<file path="config.mk">
export PLATFORM = sky130hd
export DESIGN_NAME = serial_subtractor
export DESIGN_NICKNAME = d
export VERILOG_FILES = /design/src/rtl/serial_sub_pkg.sv /design/src/rtl/fs_cell.sv /design/src/rtl/serial_subtractor.sv
export SDC_FILE = /design/constraint.sdc
export NUM_CORES = 1
export LEC_CHECK = 0
export CAP_MARGIN = 20
export CORE_MARGIN = 2
export CORE_UTILIZATION = 52
export CTS_CLUSTER_DIAMETER = 60
export DETAILED_ROUTE_END_ITERATION = 7
export GPL_ROUTABILITY_DRIVEN = 0
export PLACE_DENSITY_LB_ADDON = 0.12
export SYNTH_ARGS = -nofsm -noshare
export SYNTH_HDL_FRONTEND = slang
export SYNTH_SLANG_ARGS = --single-unit
export TNS_END_PERCENT = 1
</file>
<file path="constraint.sdc">
create_clock -name clk -period 1.7 [get_ports clk]
set_clock_uncertainty 0.05 [all_clocks]
set_input_delay 0.34 -clock clk [delete_from_list [all_inputs] [get_ports clk]]
set_output_delay 0.34 -clock clk [all_outputs]
set_load 0.02 [all_outputs]
</file>
<file path="src/rtl/serial_sub_pkg.sv">
// ============================================================================
// Module      : serial_sub_pkg
// Description : Shared state encoding and default width for serial_subtractor.
// Revision    : 1.0 - initial release
// ============================================================================
`default_nettype none

package serial_sub_pkg;

    localparam int C_DEFAULT_WIDTH = 8;

    typedef enum logic [1:0] {
        S_IDLE  = 2'd0,
        S_SHIFT = 2'd1,
        S_DONE  = 2'd2
    } state_t;

endpackage : serial_sub_pkg

`default_nettype wire

</file>
<file path="src/rtl/fs_cell.sv">
// ============================================================================
// Module      : fs_cell
// Description : One-bit full-subtractor cell computing a - b - bin.
// Revision    : 1.0 - initial release
// ============================================================================
`default_nettype none

module fs_cell (
    input  logic a,
    input  logic b,
    input  logic bin,
    output logic d,
    output logic bout
);

    assign d    = a ^ b ^ bin;
    assign bout = (~a & (b ^ bin)) | (b & bin);

endmodule : fs_cell

`default_nettype wire

</file>
<file path="src/rtl/serial_subtractor.sv">
// ============================================================================
// Module      : serial_subtractor
// Description : Bit-serial unsigned subtractor, LSB first, one bit per clock.
// Revision    : 1.0 - initial release
// ============================================================================
`default_nettype none

module serial_subtractor
    import serial_sub_pkg::*;
#(
    parameter int WIDTH = C_DEFAULT_WIDTH
) (
    input  logic             clk,
    input  logic             rst_n,
    input  logic             start,
    input  logic [WIDTH-1:0] A,
    input  logic [WIDTH-1:0] B,
    output logic             busy,
    output logic             done,
    output logic [WIDTH-1:0] Diff,
    output logic             Borrow
);

    localparam int             CW     = $clog2(WIDTH + 1);
    localparam logic [CW-1:0]  C_LAST = CW'(WIDTH - 1);

    state_t           r_state;
    logic [WIDTH-1:0] r_a;
    logic [WIDTH-1:0] r_b;
    logic [WIDTH-1:0] r_res;
    logic             r_bor;
    logic [CW-1:0]    r_cnt;

    logic             w_d;
    logic             w_bout;
    logic [WIDTH-1:0] w_res_next;

    fs_cell u_cell (
        .a    (r_a[0]),
        .b    (r_b[0]),
        .bin  (r_bor),
        .d    (w_d),
        .bout (w_bout)
    );

    // Difference bits enter at the MSB so the LSB-first result lands aligned.
    assign w_res_next = {w_d, r_res[WIDTH-1:1]};

    always_ff @(posedge clk or negedge rst_n) begin
        if (!rst_n) begin
            r_state <= S_IDLE;
            busy    <= 1'b0;
            done    <= 1'b0;
            Diff    <= '0;
            Borrow  <= 1'b0;
            r_cnt   <= '0;
            r_a     <= '0;
            r_b     <= '0;
            r_res   <= '0;
            r_bor   <= 1'b0;
        end else begin
            done <= 1'b0;
            case (r_state)
                S_IDLE: begin
                    if (start) begin
                        r_a     <= A;
                        r_b     <= B;
                        r_bor   <= 1'b0;
                        r_cnt   <= '0;
                        busy    <= 1'b1;
                        r_state <= S_SHIFT;
                    end
                end
                S_SHIFT: begin
                    r_res <= w_res_next;
                    r_bor <= w_bout;
                    r_a   <= r_a >> 1;
                    r_b   <= r_b >> 1;
                    r_cnt <= r_cnt + 1'b1;
                    if (r_cnt == C_LAST) begin
                        Diff    <= w_res_next;
                        Borrow  <= w_bout;
                        busy    <= 1'b0;
                        done    <= 1'b1;
                        r_state <= S_DONE;
                    end
                end
                S_DONE: begin
                    r_state <= S_IDLE;
                end
                default: begin
                    r_state <= S_IDLE;
                    busy    <= 1'b0;
                end
            endcase
        end
    end

endmodule : serial_subtractor

`default_nettype wire

</file>
==> impl_metrics.csv, run 1 <==
group,metric,value,unit
run_status,status,"finished clean",
layout,area_growth,26.55,%
setup_path,crit_type,"flop to flop",
timing,rsz0062_at_grt,"no",
timing,worst_pin_slew,0.2644,ns
clocking,root_buffer,"clkbuf_4",
clocking,cts_tree,"yes",
placement,dpl-instance-area,2207,um^2
hold_path,hp-class,"input port to async pin",
setup_path,worstPathMaxFanout,10,
drt,vias_per_cell,5.365,
timing,finalHoldViolations,0,
die,start_util,0.5437,
clocking,post-cts-setup-buffers,0,
synthesis,synth-seq-cells,41,
synthesis,yosysUniqueCellTypes,24,
setup_path,cp-start-kind,"flop",
die,die-height,63.07,um
layout,multi_input_area,732.0,um^2
drt,ant_nets,0,
setup_path,end_kind,"flop",
timing,setup_viol,0,
drt,wire_per_inst,13.84,um
power_and_ir_drop,ir_drop,0.7077,mV
drt,vias,1368,
die,ioPinCount,30,
drt,firstDrtPassIters,4,
timing,relSlewSlack,0.8215,
die,row_count,21,
synthesis,synth_ff_type,"dfrtp_1",
synthesis,syn_area_per_cell,10.67,um^2
grt,antenna_found_initial,0,
timing,fin_crit,1.555,ns
layout,nets,229,
setup_path,critPathSlowestCell,"dfrtp_1",
grt,grt-ovfl-total,0,
drt,drt_iter0_markers,88,
setup_path,slowest_delay,0.41,ns
clocking,cts_max_level,2,
power_and_ir_drop,cellPowerDensity,1715,nW/um^2
drt,drc,0,
die,dieArea,3977,um^2
timing,post-route-period-util,0.9149,
layout,fillers,273,
die,die_x,63.07,um
synthesis,synthArstFlopShare,1.000,
placement,io_buffer_count,29,
setup_path,reg2reg_depth,5,
drt,finalWirelength,3528,um
clocking,cts_buffers,5,
clocking,clock_latency,0.35,ns
timing,slew_viol_final,0,
grt,track_usage,0.2036,
setup_path,crit_path_cell_trace,"ha_1 > nand2_1 > nor3_4 > buf_4 > mux2_2",
grt,grt_start_max_net_pins,42,
power_and_ir_drop,p_leak,1.051,nW
synthesis,synth_edf_count,0,
clocking,clock_path_buffers,2,
layout,stdcell_area,2296,um^2
grt,grt_pass1_vias,1386,
clocking,cts.clk_slew.worst_paths,0.12,ns
setup_path,worstPathRequired,1.89,ns
timing,setup-tns-final,0,ns
layout,insertedDiodeCount,0,
clocking,numClockSinks,41,
synthesis,syn-num-nets,191,
layout,drive_gt1_frac,0.1483,
grt,grt_pass1_wl,6223,um
timing,max_freq,0.6430,GHz
layout,seqCellArea,1026,um^2
setup_path,reg2reg_setup_slack,0.14,ns
placement,dpl.hpwl,2436,um
synthesis,syn_area,1814,um^2
die,core,3337,um^2
setup_path,rr_endpoint,"Diff[0]",
setup_path,r2r_start,"r_cnt[0]",
setup_path,critical_path.top_delay_family,"flip-flops",
flow_run,maxCapViolations,0,
synthesis,yosysWarningCount,0,
synthesis,syn_inst,170,
setup_path,cp_data_arrival_time,1.75,ns
synthesis,yosysSeqAreaShare,0.5655,
setup_path,path_buf_inv,1,
==> cells in the final DEF (no fill, tap or decap), types with 5 or more instances in the layout <==
cell type	count
dlygate4sd2_1	10
a22oi_1	14
a21oi_1	16
mux2_2	9
nor2b_1	17
nand2_1	24
o21ai_0	18
clkdlybuf4s50_1	17
clkbuf_4	5
dfrtp_1	41
buf_4	10
==> area by class of cell <==
type                            instances  area share
Sequential cell                        41      0.4469
Multi-Input combinational cell        116      0.3188
Timing Repair Buffer                   41      0.1657
Tap cell                               46     0.02507
Clock buffer                            6     0.02234
Clock inverter                          2     0.01635
Inverter                                3    0.004905
==> cells by family after synthesis <==
logic type	Yosys count	synth area share
AO/OA/AOI/OAI	55	0.1848
AND/OR/NAND/NOR	49	0.1393
flip-flops	41	0.5655
buffers and inverters	13	0.03103
multiplexers	10	0.06138
adder cells (fa/ha/maj)	2	0.01793
==> state kept, by name (all words and copies together) (netlist names) <==
register / flops
r_state: 2
Borrow: 1
r_cnt: 4
r_b: 8
Diff: 8
done: 1
r_bor: 1
busy: 1
r_res: 7
r_a: 8
==> layer usage <==
layer | vias up | GRT usage | wire length [um]
li1 | 670 | - | -
met1 | 665 | 0.2470 | 1503
met2 | 28 | 0.3391 | 1824
met3 | 5 | 0.07143 | 146
met4 | 0 | 0.06667 | 53
met5 | - | 0 | 0
==> worst reg2reg max path, delay by kind of cell (launching register included) <==
kind                     cells  cell delay (ns)
multiplexers                 1             0.35
AND/OR/NAND/NOR              2             0.24
buffers and inverters        1             0.20
adder cells (fa/ha/maj)      1             0.19
flip-flops                   1             0.41
==> where the power goes <==
group          internal, mW  total, mW  switching [mW]
sequential             1.38       1.67           0.285
combinational         0.750       1.61           0.856
clock                 0.349      0.664           0.314
total                  2.48       3.94            1.46
==> repair_timing <==
action                                  4_1_cts  5_1_grt
endpoints found under the hold margin        41        0
endpoints found under the setup margin       10        1
pin swaps                                     0        0
resized for setup                            10        1
hold buffers                                  1        0
==> synthesized netlist by cell type, types with 3 or more instances <==
cell      count  share of area
a21oi_1      16          0.044
a22o_1        3          0.014
a22oi_1      14          0.058
nor2_1        3         0.0062
nand2_1      24          0.050
dfrtp_1      41           0.57
o21ai_0      18          0.050
nor2b_1      17          0.059
buf_2         3         0.0083
mux2_2        9          0.056
inv_1         3         0.0062
clkbuf_1      6          0.012
==> worst max path at each step <==
stage,startpoint,depth (start not counted),endpoint
3_5_place_dp,start,5,r_a[2]
6_report,r_cnt[0],5,Diff[0]
4_1_cts,done,1,done
5_1_grt,r_cnt[0],5,Diff[2]
2_1_floorplan,r_cnt[0],4,Borrow
3_3_place_gp,start,5,r_b[6]
==> metrics by stage <==
| step | hold slack (ns) | worst slack [ns] | utilization | cells | power [mW] |
|---|---|---|---|---|---|
| CTS | 0.4165 | 0.01350 | 0.6873 | 255 | 3.984 |
| detailed placement | 0.2756 | 0.05964 | 0.6614 | 246 | 3.394 |
| global placement | 0.2754 | 0.1842 | 0.6614 | 246 | 3.298 |
| global route | 0.4186 | 0.02543 | 0.6880 | 255 | 4.264 |
| floorplan | -0.005591 | 0.2064 | - | 170 | 2.730 |
| finish | 0.4138 | 0.1447 | 0.6880 | 255 | 3.938 |
Note: power is estimated with default switching activity, not from simulation.
==> run 2: changes to the inputs <==
Settings changed: SETUP_SLACK_MARGIN set to 0.1, TNS_END_PERCENT 1 to unset.
==> run 2 against run 1 <==
Net effect: routed wire length grew 1.8%; design area grew 0.33%; non-clock buffer count grew 1; critical path depth is the same; fmax grew 4.0%; core utilization grew 0.23 points; count of clock-buffer cells in the layout is the same; die area is the same; sequential share of layout area shrank 0.15 points; setup slack gained 0.061 ns; largest power group unchanged; highest routed layer unchanged.
==> impl_metrics.csv, run 2 (synthesis gave the netlist of run 1 again) <==
group,metric,value,unit
drt,ant_nets,0,
timing,max_freq,0.6690,GHz
clocking,cts.clk_slew.worst_paths,0.12,ns
layout,insertedDiodeCount,0,
power_and_ir_drop,power,3.969,mW
clocking,cts_buffers,5,
layout,drive_gt1_frac,0.1524,
setup_path,crit_type,"flop to flop",
power_and_ir_drop,cellPowerDensity,1723,nW/um^2
timing,fin_crit,1.495,ns
timing,relSlewSlack,0.8215,
timing,setup_viol,0,
die,core,3337,um^2
grt,track_usage,0.2036,
placement,place_inst,246,
die,row_count,21,
drt,finalWirelength,3592,um
layout,fin_cells,256,
setup_path,cp_data_arrival_time,1.70,ns
drt,wire_per_inst,14.03,um
grt,antenna_found_initial,0,
power_and_ir_drop,p_leak,1.043,nW
placement,dpl.hpwl,2436,um
clocking,cts_tree,"yes",
die,start_util,0.5437,
layout,stdcell_area,2303,um^2
grt,grt_pass1_wl,6223,um
hold_path,hp-class,"input port to async pin",
drt,firstDrtPassIters,4,
timing,slew_viol_final,0,
drt,vias,1372,
layout,final_cell_mix,"dfrtp_1, nand2_1, o21ai_0",
power_and_ir_drop,ir_drop,0.7014,mV
timing,setup_slack,0.2052,ns
timing,worst_pin_slew,0.2644,ns
die,die_x,63.07,um
grt,grt-ovfl-total,0,
drt,vias_per_cell,5.359,
grt,grt_pass1_vias,1386,
timing,post-route-period-util,0.8793,
die,die-height,63.07,um
setup_path,worstPathMaxFanout,10,
drt,drc,0,
run_status,status,"finished clean",
clocking,clock_path_buffers,2,
clocking,clock_latency,0.36,ns
timing,setup-tns-final,0,ns
layout,area_growth,26.97,%
clocking,numClockSinks,41,
layout,final_common_cell,"dfrtp_1",
die,ioPinCount,30,
setup_path,worstPathRequired,1.90,ns
placement,dp_slack,0.05964,ns
clocking,root_buffer,"clkbuf_4",
placement,io_buffer_count,29,
flow_run,maxCapViolations,0,
layout,reg_top3,"Diff: 8 flops, r_a: 8 flops, r_b: 8 flops",
layout,nets,230,
grt,grt_start_max_net_pins,42,
timing,rsz0062_at_grt,"no",
setup_path,cp-start-kind,"flop",
timing,finalHoldViolations,0,
setup_path,end_kind,"flop",
clocking,cts_max_level,2,
drt,drt_iter0_markers,79,
die,dieArea,3977,um^2
placement,dpl-instance-area,2207,um^2
[run 2: changes by cell type in the layout (fill, tap and decap cells not counted), sizes merged]
| cell | delta |
|---|---|
| buf | +1 |
| dlymetal6s2s | -1 |
| dlygate4sd2 | +1 |
[run 2: path summary, 6_finish.rpt]
kind | startpoint | end | slack (ns) | depth (start not counted)
worst max-delay path | r_cnt[1] | Diff[0] | 0.21 | 5
worst min-delay path | rst_n | r_cnt[0] | 0.41 | 3
worst max register to register | r_cnt[1] | Diff[0] | 0.21 | 5
worst min register to register | r_res[7] | r_res[6] | 0.46 | 2
max in group asynchronous | rst_n | r_a[4] | 0.98 | 3
min in group clk | r_res[7] | r_res[6] | 0.46 | 2
[run 2: cell type report]
class                           instances  area (um^2)
Timing Repair Buffer                   42        387.9
Sequential cell                        41         1026
Clock buffer                            6        51.30
Tap cell                               46        57.56
Inverter                                3        11.26
Clock inverter                          2        37.54
Fill cell                             278         1033
Multi-Input combinational cell        116        732.0
[run 2: repair_timing]
action,in CTS,in global routing
endpoints found under the hold margin,41,0
resized for setup,11,1
setup endpoints to repair,11,8
pin swaps,0,0
hold buffers,1,0
gates cloned,0,0
setup buffers,0,1
[run 2: critical path, stage by stage (launching register included)]
cell and delay [ns]:
dfrtp_1 0.39, ha_1 0.18, nand2_1 0.12, nor3_4 0.14, buf_6 0.17, mux2_2 0.34
[run 2: power by group]
group / switching (mW) / leakage [nW] / internal (mW)
clock: 0.320 / 0.0445 / 0.349
combinational: 0.870 / 0.474 / 0.764
sequential: 0.282 / 0.525 / 1.38
[run 2: through the flow]
step / utilization / hold WS (ns)
5_1_grt: 0.6903 / 0.4189
6_report: 0.6903 / 0.4137
3_5_place_dp: 0.6614 / 0.2756
4_1_cts: 0.6869 / 0.4165
2_1_floorplan: - / -0.005591
3_3_place_gp: 0.6614 / 0.2754
[run 2: layer usage]
layer	wire length [um]	track usage	vias up
li1	-	-	672
met1	1568	0.2470	663
met2	1813	0.3391	32
met3	156	0.07143	5
met4	53	0.06667	0
met5	0	0	-
==> run 3: changes to the inputs <==
Settings changed: CAP_MARGIN 20 to unset.
==> results of run 3 <==
The final DEF is identical to that of run 2; final timing and power are the same.
